File: src/rtl/bin_to_gray_counter.sv
// Up/down binary counter with a registered Gray-coded output, load, terminal count and wrap pulse.
// Optional Gray single-step self-check is enabled by defining GRAY_CHK_EN.
module bin_to_gray_counter #(
  parameter int unsigned N = 4
) (
  input  logic         clk,
  input  logic         rst_n,
  input  logic         ld,
  input  logic [N-1:0] din,
  input  logic         en,
  input  logic         up,
  output logic [N-1:0] bin,
  output logic [N-1:0] gray,
  output logic         tc,
  output logic         wrap,
  output logic         err
);

  localparam logic [N-1:0] AllOnes = {N{1'b1}};
  localparam logic [N-1:0] Zero    = '0;
  localparam logic [N-1:0] One     = {{(N-1){1'b0}}, 1'b1};

  logic [N-1:0] bin_q, bin_d;
  logic [N-1:0] gray_q, gray_d;
  logic         wrap_q, wrap_d;
  logic         step;
  logic         at_top, at_bottom;

  assign step      = ~ld & en;
  assign at_top    = (bin_q == AllOnes);
  assign at_bottom = (bin_q == Zero);

  // Flags that the next enabled step crosses the end of the range.
  assign tc = en & ((up & at_top) | (~up & at_bottom));

  always_comb begin
    bin_d  = bin_q;
    wrap_d = 1'b0;
    if (ld) begin
      bin_d = din;
    end else if (en) begin
      bin_d  = up ? (bin_q + One) : (bin_q - One);
      wrap_d = tc;
    end
  end

  // Gray is encoded from the next binary value so both registers update together.
  assign gray_d = bin_d ^ (bin_d >> 1);

  always_ff @(posedge clk or negedge rst_n) begin
    if (!rst_n) begin
      bin_q  <= '0;
      gray_q <= '0;
      wrap_q <= 1'b0;
    end else begin
      bin_q  <= bin_d;
      gray_q <= gray_d;
      wrap_q <= wrap_d;
    end
  end

  assign bin  = bin_q;
  assign gray = gray_q;
  assign wrap = wrap_q;

`ifdef GRAY_CHK_EN
  logic [N-1:0] prev_gray_q;
  logic         step_q;
  logic         skip_q;
  logic         loaded_q, loaded_d;
  logic         err_q, err_d;
  logic [N-1:0] diff;
  logic         one_hot;

  assign diff = gray_q ^ prev_gray_q;

  // Exactly one bit set: non-zero and clearing the lowest set bit leaves nothing.
  assign one_hot = (diff != Zero) && ((diff & (diff - One)) == Zero);

  // A load leaves the next step unchecked; cleared once that step has happened.
  always_comb begin
    loaded_d = loaded_q;
    if (ld) begin
      loaded_d = 1'b1;
    end else if (en) begin
      loaded_d = 1'b0;
    end
  end

  assign err_d = err_q | (step_q & ~skip_q & ~one_hot);

  always_ff @(posedge clk or negedge rst_n) begin
    if (!rst_n) begin
      prev_gray_q <= '0;
      step_q      <= 1'b0;
      skip_q      <= 1'b0;
      loaded_q    <= 1'b0;
      err_q       <= 1'b0;
    end else begin
      prev_gray_q <= gray_q;
      step_q      <= step;
      skip_q      <= step & loaded_q;
      loaded_q    <= loaded_d;
      err_q       <= err_d;
    end
  end

  assign err = err_q;
`else
  assign err = 1'b0;
`endif

endmodule

File: config.mk
export PLATFORM = sky130hd
export DESIGN_NAME = bin_to_gray_counter
export DESIGN_NICKNAME = d
export VERILOG_FILES = /design/src/rtl/bin_to_gray_counter.sv
export SDC_FILE = /design/constraint.sdc
export NUM_CORES = 1
export LEC_CHECK = 0
export ABC_AREA = 1
export BUFFER_PORTS_ARGS = -buffer_cell sky130_fd_sc_hd__buf_2
export CORE_AREA = 2 2 39 41
export DETAILED_ROUTE_END_ITERATION = 8
export DIE_AREA = 0 0 41 43
export GPL_ROUTABILITY_DRIVEN = 0
export PLACE_DENSITY = 0.72
export REMOVE_ABC_BUFFERS = 1
export SKIP_LAST_GASP = 1
export SLEW_MARGIN = 5
export SYNTH_ARGS = -nofsm -noshare
export SYNTH_HDL_FRONTEND = slang
export SYNTH_SLANG_ARGS = --single-unit
File: constraint.sdc
create_clock -name clk -period 1.92 [get_ports clk]
set_input_delay 0.192 -clock clk [delete_from_list [all_inputs] [get_ports clk]]
set_output_delay 0.192 -clock clk [all_outputs]
set_load 0.02 [all_outputs]
# After elaboration in Yosys (flattened, before gate mapping)
# Index checks and enable logic that the tools add are counted.
# word_totals
out_inout_bits	11
regBits	9
wordCells	18
input_bits	9
# op_classes
bitwise	6
add_sub_neg	2
n_reduce_logical	1
eq_ne	1
muxes	5
# op_table
op	n
$mux 4	3
$add 4x1->4 const B	1
$eq 4x4->1 const B	1
$logic_not 4->1	1
$sub 4x1->4 const B	1
$xor 4x3->4	1
$and 1x1->1	3
$mux 1	2
$not 1->1	1
$or 1x1->1	1

# Longest topological paths before layout
# depth
word_depth	6
ltp_mapped	11
depth_no_buf	11

# Worst setup path after synthesis
# OpenSTA, ideal clock, no wires.
# synth_path
kind	register to register
from	register bin_q[0], in the netlist bin[0]
to	register gray_q[1], in the netlist gray[1]
arrival_ns	1.438
setup_slack_ns	0.352
stages_incl_launch_ff	7
path_buffers	0
required_ns	1.790
path_cell_list	dfrtp_1 fa_1 nand2_1 nand2_1 nand2_1 o21a_2 xor2_1
# synth_between
elab_chain_cells	5
# synth_lines
item	line	source
start, declared	23	logic [N-1:0] bin_q, bin_d;
start signal, assigned	56	bin_q <= bin_d;
$sub 4x1->4 / $add 4x1->4 (equally long branches)	42	bin_d = up ? (bin_q + One) : (bin_q - One);
$mux 4 *	42	
$mux 4 *	41	end else if (en) begin
$mux 4 *	39	if (ld) begin
$xor 4x3->4 *	48	assign gray_d = bin_d ^ (bin_d >> 1);
net gray_d[1]	24	logic [N-1:0] gray_q, gray_d;
end signal, assigned	57	gray_q <= gray_d;
end, declared	24	
# The timed path passes the listed nets; every way through them passes the cells marked *.

# Worst setup path in the final report
# Same ends and word-level chain as after synthesis.

==> impl_metrics.ini <==
[clock_tree]
cts.sinks = 8
cts_max_level = 1
cts_setup_buffers = 0
path_clk_slew_ns = 0.05
numCtsBuffers = 3
clock_latency_ns = 0.24
clockRootBuffer = clkbuf_4
cts_tree = done
clk_path_buf_depth = 2
cts.repair.resized = 0

[yosys]
synthXorXnorAreaFrac_pct = 5.21
syn_avg_cell_area_sq_um = 7.76
synthAdderAreaFrac_pct = 8.93
yosysTopAreaCellShare_pct = 39.7
yosys.area.top_type = dfrtp_1
yosysSeqAreaShare_pct = 39.7
ys_seq_elements = 8
synth_compound_area_share_pct = 10.4
synth_top_family_by_area = simple AND/OR/NAND/NOR gates
yosysWarnings = 0
syn_area_sq_um = 504
syn_inst = 65
synth_area_leaders = dfrtp_1 (40%), nand2_1 (13%), a21oi_1 (5.0%), ha_1 (5.0%), fa_1 (4.0%)
ys_types = 21
synthSimpleGateAreaFrac_pct = 24.6
synthMuxAreaShare_pct = 0

[routing]
finalWirelength_um = 897
drc = 0
drtPass1Iterations = 4
via_count = 452
vias_per_cell = 4.48
first_iter_violations = 4
ant_nets = 0
wl_per_cell_um = 8.88

[timing]
hold_viol_final = 0
setup_violations = 0
tns_ns = 0
skew_ns = 0.00238
period_share_pct = 81.9
fmax_ghz = 0.636
finalCriticalPeriod_ns = 1.57
slew_violations = 0
rsz0062_at_grt = no
setup_ws_ns = 0.348

[grt]
grt_pass1_vias = 391
grt_pass1_wl_mm = 1.57
grt_start_max_net_pins = 9
track_usage_pct = 13.3
grt_antenna_before_repair = 0
grt.overflow.total = 0

[worst_setup_path]
cp.arrival_ns = 1.69
setup.worst_path.class = reg2reg
path_delay_family = flip-flops
end_kind = register
critPathSlowestCell = dfrtp_1
required_ns = 2.04
path_max_fanout = 6
cp-start-kind = register
max_stage_delay_ns = 0.44
path_buf_inv = 0
critical_path.cell_chain = fa_1, a21oi_1, o21ai_1, nand2_1, o21ai_2, xor2_1

[run_status]
status = complete, no violations

[placement]
place_inst = 97
io_buffers = 18
dp_hpwl_um = 758
dp_slack_ns = 0.363

[floorplanning]
placementRows = 14
dieArea_sq_um = 1760
die_h_um = 43
core_area_sq_um = 1380
start_util_pct = 36.4
pin_count = 20
die_x_um = 41

[pwr]
p_leak_uw = 0.000356
finalPower_uw = 526
p_per_area_nw_per_um2 = 833
vdd_drop_max_uv = 437

[final_layout]
fillers = 144
nets = 99
area_growth_pct = 25.3
seq_area_sq_um = 200
drive_above_1_share_pct = 35.3
diodes = 0
fin_cells = 101
multi_input_comb_area_sq_um = 251

[flow_run]
maxCapViolCount = 0

[min_path]
hold_class = in2reg
==> state kept, by name, summed over array words and instances (netlist names) <==
name,flops
gray,3
wrap,1
bin,4
==> final cells by class <==
cell class | count | area share, %
Multi-Input combinational cell | 45 | 39.8
Timing Repair Buffer | 19 | 15.8
Sequential cell | 8 | 31.7
Clock buffer | 3 | 3.56
Inverter | 10 | 5.94
Tap cell | 16 | 3.17
==> synth_stat cells <==
cell type / n
o21ai_1: 2
o21a_2: 1
dfrtp_1: 8
nand2_1: 17
conb_1: 1
ha_1: 2
inv_1: 5
nand3_1: 3
inv_2: 5
nand2_2: 1
nor2_1: 4
or2_2: 1
nor4_1: 1
xor2_1: 2
xnor2_1: 1
nor3_1: 1
buf_4: 2
a21oi_1: 5
o21ai_2: 1
or2_1: 1
fa_1: 1
==> worst paths after layout <==
path / to / depth (start not counted) / start / slack [ns]
min reg2reg: wrap$_DFF_PN0_ / 2 / bin[2]$_DFF_PN0_ / 0.73
max reg2reg: gray[1]$_DFF_PN0_ / 6 / bin[0]$_DFF_PN0_ / 0.35
max: gray[1]$_DFF_PN0_ / 6 / bin[0]$_DFF_PN0_ / 0.35
min: wrap$_DFF_PN0_ / 2 / ld / 0.17
min in group asynchronous: gray[1]$_DFF_PN0_ / 2 / rst_n / 0.33
max in group asynchronous: bin[3]$_DFF_PN0_ / 2 / rst_n / 1.43
==> report_power, final <==
part | internal (uW) | switching, uW
clock network | 71.1 | 50.5
logic | 71.6 | 118
registers | 195 | 20.6
==> stage by stage <==
step / hold slack, ns / utilization, % / area, sq um
3_5_place_dp: 0.0400 / 43.3 / 599
2_1_floorplan: -0.104 / - / 489
3_3_place_gp: 0.0361 / 43.3 / 599
6_report: 0.173 / 45.7 / 632
4_1_cts: 0.165 / 45.7 / 632
5_1_grt: 0.188 / 45.7 / 632
==> placed cells by master (no fill, tap or decap), drive strengths merged, types with 2 or more instances in the layout <==
cell and n:
nor2 4, o21ai 3, ha 2, buf 18
a21oi 5, inv 10, nand3 3, nand2 18
or2 2, xor2 2, dfrtp 8, clkbuf 3
==> logic make-up after synthesis <==
logic type,Yosys count
simple gates,29
buf+inv,12
compound gates,9
flops,8
xor+xnor,3
fa+ha+maj,3
other cells,1
==> routing by layer <==
metal / share of wire, % / track usage [%] / routed length (um)
met5: 0 / 0 / 0
met4: 0.89 / 8.00 / 8
met3: 3.0 / 1.57 / 27
met2: 55 / 22.2 / 497
met1: 41 / 15.1 / 364
==> repair_timing <==
action / 4_1_cts / 5_1_grt
endpoints found under the setup margin: 0 / 0
hold buffers: 1 / 0
hold endpoints to repair: 8 / 0
(Power assumes the default switching activity.)
